## config.mk

```make
export PLATFORM = sky130hd
export DESIGN_NAME = bin_to_bcd_seq
export DESIGN_NICKNAME = d
export VERILOG_FILES = /design/src/rtl/bin_to_bcd_seq_pkg.sv /design/src/rtl/bcd_digit_adj.sv /design/src/rtl/bin_to_bcd_seq.sv
export SDC_FILE = /design/constraint.sdc
export NUM_CORES = 1
export LEC_CHECK = 0
export ABC_AREA = 1
export CAP_MARGIN = 15
export CORE_MARGIN = 3
export CORE_UTILIZATION = 55
export CTS_BUF_LIST = sky130_fd_sc_hd__clkbuf_4
export CTS_CLUSTER_DIAMETER = 80
export DETAILED_ROUTE_END_ITERATION = 6
export PLACE_DENSITY = 0.79
export SETUP_SLACK_MARGIN = 0.2
export SYNTH_ARGS = -nofsm -noshare
export SYNTH_HDL_FRONTEND = slang
export SYNTH_SLANG_ARGS = --single-unit
```

## constraint.sdc

```tcl
create_clock -name Clock -period 2.3 [get_ports Clock]
set_input_delay 0.46 -clock Clock [delete_from_list [all_inputs] [get_ports Clock]]
set_output_delay 0.46 -clock Clock [all_outputs]
set_load 0.05 [all_outputs]
```

## src/rtl/bin_to_bcd_seq_pkg.sv

```systemverilog
// Shared definitions for the sequential binary-to-BCD converter.
//   state_e       : FSM state encoding (idle / shifting / result-ready)
//   DefaultWidth  : default binary operand width in bits
//   DefaultDigits : default number of BCD output digits
package bin_to_bcd_seq_pkg;

  typedef enum logic [1:0] {
    StIdle  = 2'd0,
    StShift = 2'd1,
    StDone  = 2'd2
  } state_e;

  localparam int unsigned DefaultWidth  = 10;
  localparam int unsigned DefaultDigits = 4;

endpackage

```

## src/rtl/bcd_digit_adj.sv

```systemverilog
// Double-dabble correction for one BCD digit: adds 3 when the digit is 5 or more, so that the
// following left shift carries correctly into the next decimal digit.
//   digit_i : working BCD digit before correction
//   digit_o : corrected digit (modulo 16, no carry out)
module bcd_digit_adj (
  input  logic [3:0] digit_i,
  output logic [3:0] digit_o
);

  always_comb begin
    digit_o = digit_i;
    if (digit_i >= 4'd5) begin
      digit_o = digit_i + 4'd3;
    end
  end

endmodule

```

## src/rtl/bin_to_bcd_seq.sv

```systemverilog
// Sequential binary-to-BCD converter using the shift-and-add-3 (double-dabble) method, one bit
// per clock. A conversion takes WIDTH shift cycles plus one result cycle.
//   Clock : rising-edge clock
//   Reset : synchronous active-high reset
//   Start : conversion request, only honoured while idle
//   Bin   : unsigned operand, captured when Start is accepted
//   Busy  : high while shifting
//   Done  : one-cycle pulse when Bcd holds a new result
//   Bcd   : packed BCD result, digit 0 in [3:0]; holds the last completed value
module bin_to_bcd_seq
  import bin_to_bcd_seq_pkg::*;
#(
  parameter int unsigned WIDTH  = DefaultWidth,
  parameter int unsigned DIGITS = DefaultDigits
) (
  input  logic                  Clock,
  input  logic                  Reset,
  input  logic                  Start,
  input  logic [WIDTH-1:0]      Bin,
  output logic                  Busy,
  output logic                  Done,
  output logic [4*DIGITS-1:0]   Bcd
);

  localparam int unsigned CntW = $clog2(WIDTH + 1);
  localparam int unsigned BcdW = 4 * DIGITS;

  state_e            state_q, state_d;
  logic [WIDTH-1:0]  bin_q, bin_d;
  logic [BcdW-1:0]   work_q, work_d;
  logic [BcdW-1:0]   work_adj;
  logic [BcdW-1:0]   work_shift;
  logic [CntW-1:0]   cnt_q, cnt_d;
  logic [BcdW-1:0]   bcd_q, bcd_d;
  logic              last_shift;

  // Per-digit add-3 correction applied before every shift.
  for (genvar g = 0; g < DIGITS; g++) begin : g_adj
    bcd_digit_adj u_adj (
      .digit_i (work_q[4*g +: 4]),
      .digit_o (work_adj[4*g +: 4])
    );
  end

  // Shift {BCD, binary} left by one: binary MSB enters BCD bit 0.
  assign work_shift = {work_adj[BcdW-2:0], bin_q[WIDTH-1]};
  assign last_shift = (cnt_q == CntW'(WIDTH - 1));

  // State register.
  always_ff @(posedge Clock) begin
    if (Reset) begin
      state_q <= StIdle;
    end else begin
      state_q <= state_d;
    end
  end

  // Next-state logic.
  always_comb begin
    state_d = state_q;
    unique case (state_q)
      StIdle:  if (Start) state_d = StShift;
      StShift: if (last_shift) state_d = StDone;
      StDone:  state_d = StIdle;
      default: state_d = StIdle;
    endcase
  end

  // Outputs decoded from the state register.
  always_comb begin
    Busy = (state_q == StShift);
    Done = (state_q == StDone);
  end

  // Datapath next-state.
  always_comb begin
    bin_d  = bin_q;
    work_d = work_q;
    cnt_d  = cnt_q;
    bcd_d  = bcd_q;
    unique case (state_q)
      StIdle: begin
        if (Start) begin
          bin_d  = Bin;
          work_d = '0;
          cnt_d  = '0;
        end
      end
      StShift: begin
        work_d = work_shift;
        bin_d  = {bin_q[WIDTH-2:0], 1'b0};
        cnt_d  = cnt_q + CntW'(1);
        // Only the final working value is ever published.
        if (last_shift) begin
          bcd_d = work_shift;
        end
      end
      default: ;
    endcase
  end

  always_ff @(posedge Clock) begin
    if (Reset) begin
      bin_q  <= '0;
      work_q <= '0;
      cnt_q  <= '0;
      bcd_q  <= '0;
    end else begin
      bin_q  <= bin_d;
      work_q <= work_d;
      cnt_q  <= cnt_d;
      bcd_q  <= bcd_d;
    end
  end

  assign Bcd = bcd_q;

endmodule

```

After elaboration in Yosys (flattened, before gate mapping):

Index checks and enable logic that the tools add are counted.

* register bits: 48
* input port bits: 13
* output and inout port bits: 18
* logic and storage cells: 37

* add/sub/neg operators: 5
* order comparisons: 4
* equal/unequal tests: 5
* multiplexer cells: 13
* reduce and logical (&&, ||, !) cells: 5

Operators with widths (number)
* case mux 16 bit (2 select lines): 1
* case mux 10 bit (2 select lines): 1
* >= comparator 4 x 3 -> 1 bit, second input constant: 4
* 2-to-1 mux 16 bit: 1
* 2-to-1 mux 4 bit: 4
* adder 4 x 2 -> 4 bit, second input constant: 3
* 2-to-1 mux 10 bit: 1
* case mux 4 bit (2 select lines): 1
* AND reduction 2 bit: 3
* adder 4 x 1 -> 4 bit, second input constant: 1
* == test 4 bit, second input constant: 1
* 2-to-1 mux 2 bit: 2
* case mux 2 bit (2 select lines): 1
* adder 3 x 2 -> 3 bit, second input constant: 1
* 2-to-1 mux 3 bit: 1
* == test 2 x 1 -> 1 bit, second input constant: 1
* == test 2 bit, second input constant: 1
* logical NOT 2 bit: 1
* inequality test 2 x 1 -> 1 bit, second input constant: 1
* inequality test 2 bit, second input constant: 1
* nonzero test 2 bit: 1

Longest topological paths before layout:

* word-level depth: 3
* depth in mapped cells: 9

Modules after synthesis:

Synthesis repeated with hierarchy kept, for this count alone.

* cell total of the unflattened synthesis: 374
* area, all modules: 2553.7 um^2

Modules (own cells, without submodules)
* bin_to_bcd_seq: instances 1, cells each 282, area an instance 2013.2 um^2
* bcd_digit_adj: instances 4, cells each 23, area an instance 135.1 um^2

Worst setup path before layout:

Ideal clock, no wire load.

* path kind: reg2out
* from: register state_q[1]
* to: output port Done
* arrival time: 1029 ps
* path slack: 811 ps
* stages on the path, launching flop included: 3
* path through: dfxtp_1 -> inv_2 -> nor2_1

* word-level cells in the longest chain between the ends: 1

RTL lines
* start: declaration: RTL line bin_to_bcd_seq.sv:28 `state_e state_q, state_d;`
* start signal: assignment: RTL line bin_to_bcd_seq.sv:52 `state_q <= StIdle;`
* start signal: assignment: RTL line bin_to_bcd_seq.sv:54 `state_q <= state_d;`
* == test 2 bit: RTL line bin_to_bcd_seq.sv:72 `Done = (state_q == StDone);`
* end: declaration: RTL line bin_to_bcd_seq.sv:21 `output logic Done,`

No other way between the ends.

Worst setup path in the final report:

* from: register bcd_q[2] (netlist: Bcd[2])
* to: output port Bcd[2]

RTL lines
* start: declaration: RTL line bin_to_bcd_seq.sv:34 `logic [BcdW-1:0] bcd_q, bcd_d;`
* start signal: assignment: RTL line bin_to_bcd_seq.sv:107 `bcd_q <= '0;`
* start signal: assignment: RTL line bin_to_bcd_seq.sv:112 `bcd_q <= bcd_d;`
* end: declaration: RTL line bin_to_bcd_seq.sv:22 `output logic [4*DIGITS-1:0] Bcd`

No word-level cell between the ends.

==> results.md <==
* Number of buffers and inverters on the critical path at 1
* Hold path startpoint: bin_q[0]
* Global-route met2 utilization at 0.331
* Fillcell total at 367
* Area Overhead vs Synth at 16.9%
* GRT Overall Usage at 0.203
* Largest net degree at the start of global routing at 19
* Final Cell Area at 0.00285 sq mm
* Flop2flop setup slack at 0.80 ns
* Syn Nets at 368
* TritonRoute pass-1 iters at 4
* Setup Fix Bufs, Post-CTS at 0
* Final TNS setup at 0 ns
* GR peak layer: met2
* Crit path max fanout at 2
* Fin nets at 399
* Avg Inst Size Synth at 7.07 sq um
* Ant diodes at 0
* Final setup vio count at 0
* Synthesized cell area at 0.00244 sq mm
* Worst-path clk slew at 0.13 ns
* Worst-margin pin slew at 0.508 ns
* Synth top area share at 0.394
* Critical-path cell list: clkdlybuf4s50_1
* Vias in the first global route at 1982
* Min cycle time layout at 1.99 ns
* Setup crit start kind: flip-flop
* Worst skew pair latency at 0.37 ns
* Hold Path End: bin_q[0]
* Die area at 0.00527 sq mm
* CP delay by family, top: buffers and inverters
* Pleak at 1.27 nW
* RSZ-0062 raised after global routing: false
* Clk sinks at 48
* Number of vias per cell at 5.10
* FF-to-FF path depth at 6
* Top cell type by total area after synthesis: dfxtp_1
* Die X at 72.6 um
* Final period utilization at 0.865
* Root Buffer: clkbuf_4
* Status: completed
* Slew margin rel. at 0.660
* Initial antenna violation count at 0
* Seq/Total Area, Yosys at 0.394
* Synth area leaders: dfxtp_1 39%, nand2_1 15%, inv_1 8.5%
* Hold crit path type: reg2reg
* CP Class: reg2out
* Core area at 0.00414 sq mm
* Ports at 31
* Met3 Track Usage GR at 0.0399
* Final worst slack at 0.311 ns
* Htree depth at 2
* Post-DP Area at 0.00275 sq mm
* Synth Warn # at 0
* Max Freq at 503 MHz
* Slew Limit Fails at 0
* Crit path max-delay cell type: clkdlybuf4s50_1
* FP Rows at 23
* Setup crit end kind: primary output
* Max VDD drop at 0.357 mV
* End of the worst register-to-register path: Bcd[8]
* Tot Pwr at 1.59 mW
* Routability cong. at 0.885
* CTS max path bufs at 2
* Remaining global-route overflow at 0
* Hold_ws at 0.467 ns
* Setup Skew at 0.0162 ns
* M1 GR Usage at 0.265
* CP arrival at 1.53 ns
* Post-route ant nets at 0
* Die H at 72.6 um
* Post-DP HPWL at 3570 um
* Total Routed Length at 5080 um
* Share of cells above drive strength 1 at 0.0904
* CTS tree: yes
* Initial core utilization at 0.588
* Total of max-cap violations at 0
* Pwr Density at 557 mW/mm^2
* WP data required at 1.84 ns
* FF/Latch Area at 961 sq um
* Multi-input gate area at 0.00120 sq mm
* Hold path depth at 2
* DRC at 0
* R2r startpoint: cnt_q[0]
* Global-route wire length before repair at 8580 um
* Post-synthesis cell count at 345
* CTS buffer count at 5
* Drt wl/cell at 11.9 um
* I/O Buffers at 30
* Final hold violation count at 0
* Synthesized flop and latch total at 48
* Yosys cell types at 25
* DP Worst Slack at 0.544 ns
* DR vias at 2173
* Peak per-stage delay on the critical path at 0.81 ns
* DRT iter0 DRCs at 86
[area by class of cell]
class	count	share of cell area
flip-flops and latches	48	0.337
repair buffers	32	0.109
inverters	58	0.0773
well taps	50	0.0219
clock inverters	2	0.0211
clock buffers	5	0.0132
multi-input cells	231	0.420
[per-stage QoR]
| stage | instances | utilization |
|---|---|---|
| after floorplan | 345 | - |
| after global placement | 419 | 0.665 |
| after detailed placement | 419 | 0.665 |
| after CTS | 426 | 0.688 |
| after global routing | 426 | 0.688 |
| final | 426 | 0.688 |
[per-layer routing]
layer  vias to the layer above  wire, um
li1                       1156         -
met1                       972      2530
met2                        40      2290
met3                         5       193
met4                         0        60
met5                         -         0
[flip-flops by register name, indices dropped and copies added (netlist names)]
| register | count |
|---|---|
| work_q | 16 |
| cnt_q | 4 |
| Bcd | 16 |
| bin_q | 10 |
| state_q | 2 |
[synth_stat cells]
master,number
nand2_4,2
o21ai_1,2
a31oi_1,2
dfxtp_1,48
o21ai_0,22
inv_2,2
nand3_1,37
or2_2,2
nand4_1,10
ha_1,10
buf_2,3
nor2_1,13
a21oi_2,8
nand3_2,5
a21oi_1,13
nor3b_1,1
o22ai_1,1
inv_1,55
nor2_4,2
nand2_1,98
buf_6,2
or2_0,1
nand2_2,2
inv_4,1
buf_4,3
[worst min-delay path, cell delays in order (launching register included)]
cell	delay, ns
dfxtp_1	0.33
nand2_1	0.06
nand2_1	0.05
[power by group]
group	internal [mW]	leakage, nW	switching (mW)	total (mW)
Sequential	0.850	0.389	0.0125	0.862
Clock	0.333	0.0513	0.270	0.603
Combinational	0.0473	0.825	0.0757	0.123
[worst max path at each step]
| stage | start | end | depth (start not counted) |
|---|---|---|---|
| after CTS | Bcd[6] | Bcd[6] | 1 |
| after floorplan | state_q[1] | Done | 2 |
| after detailed placement | Start | work_q[5] | 6 |
| after global routing | Bcd[2] | Bcd[2] | 1 |
| after global placement | state_q[1] | Done | 3 |
| final | Bcd[2] | Bcd[2] | 1 |
[layout by cell type, fill, tap and decap left out, types with 3 or more instances in the layout]
master           Yosys  final
a21oi_1             13     13
o21ai_0             22     22
buf_4                3      3
clkbuf_4             0      5
nand3_2              5      5
nand4_1             10     10
ha_1                10     10
dfxtp_1             48     48
a21oi_2              8      8
inv_1               55     55
clkdlybuf4s50_1      0     28
nor2_1              13     13
nand2_1             98     98
nand3_1             37     37
[cells by family (layout without fill, tap and decap cells)]
| group | count (synthesis) | after routing | synth area share |
|---|---|---|---|
| compound gates | 48 | 48 | 0.112 |
| fa+ha+maj | 10 | 10 | 0.0513 |
| buf+inv | 66 | 97 | 0.115 |
| flops | 48 | 48 | 0.394 |
| simple gates | 173 | 173 | 0.327 |
[repair_timing]
action                                  CTS  global route
endpoints found under the setup margin    1             0
hold buffers                              0             0
resized for setup                         1             0
No activity file was read; power rests on OpenSTA's default activity.
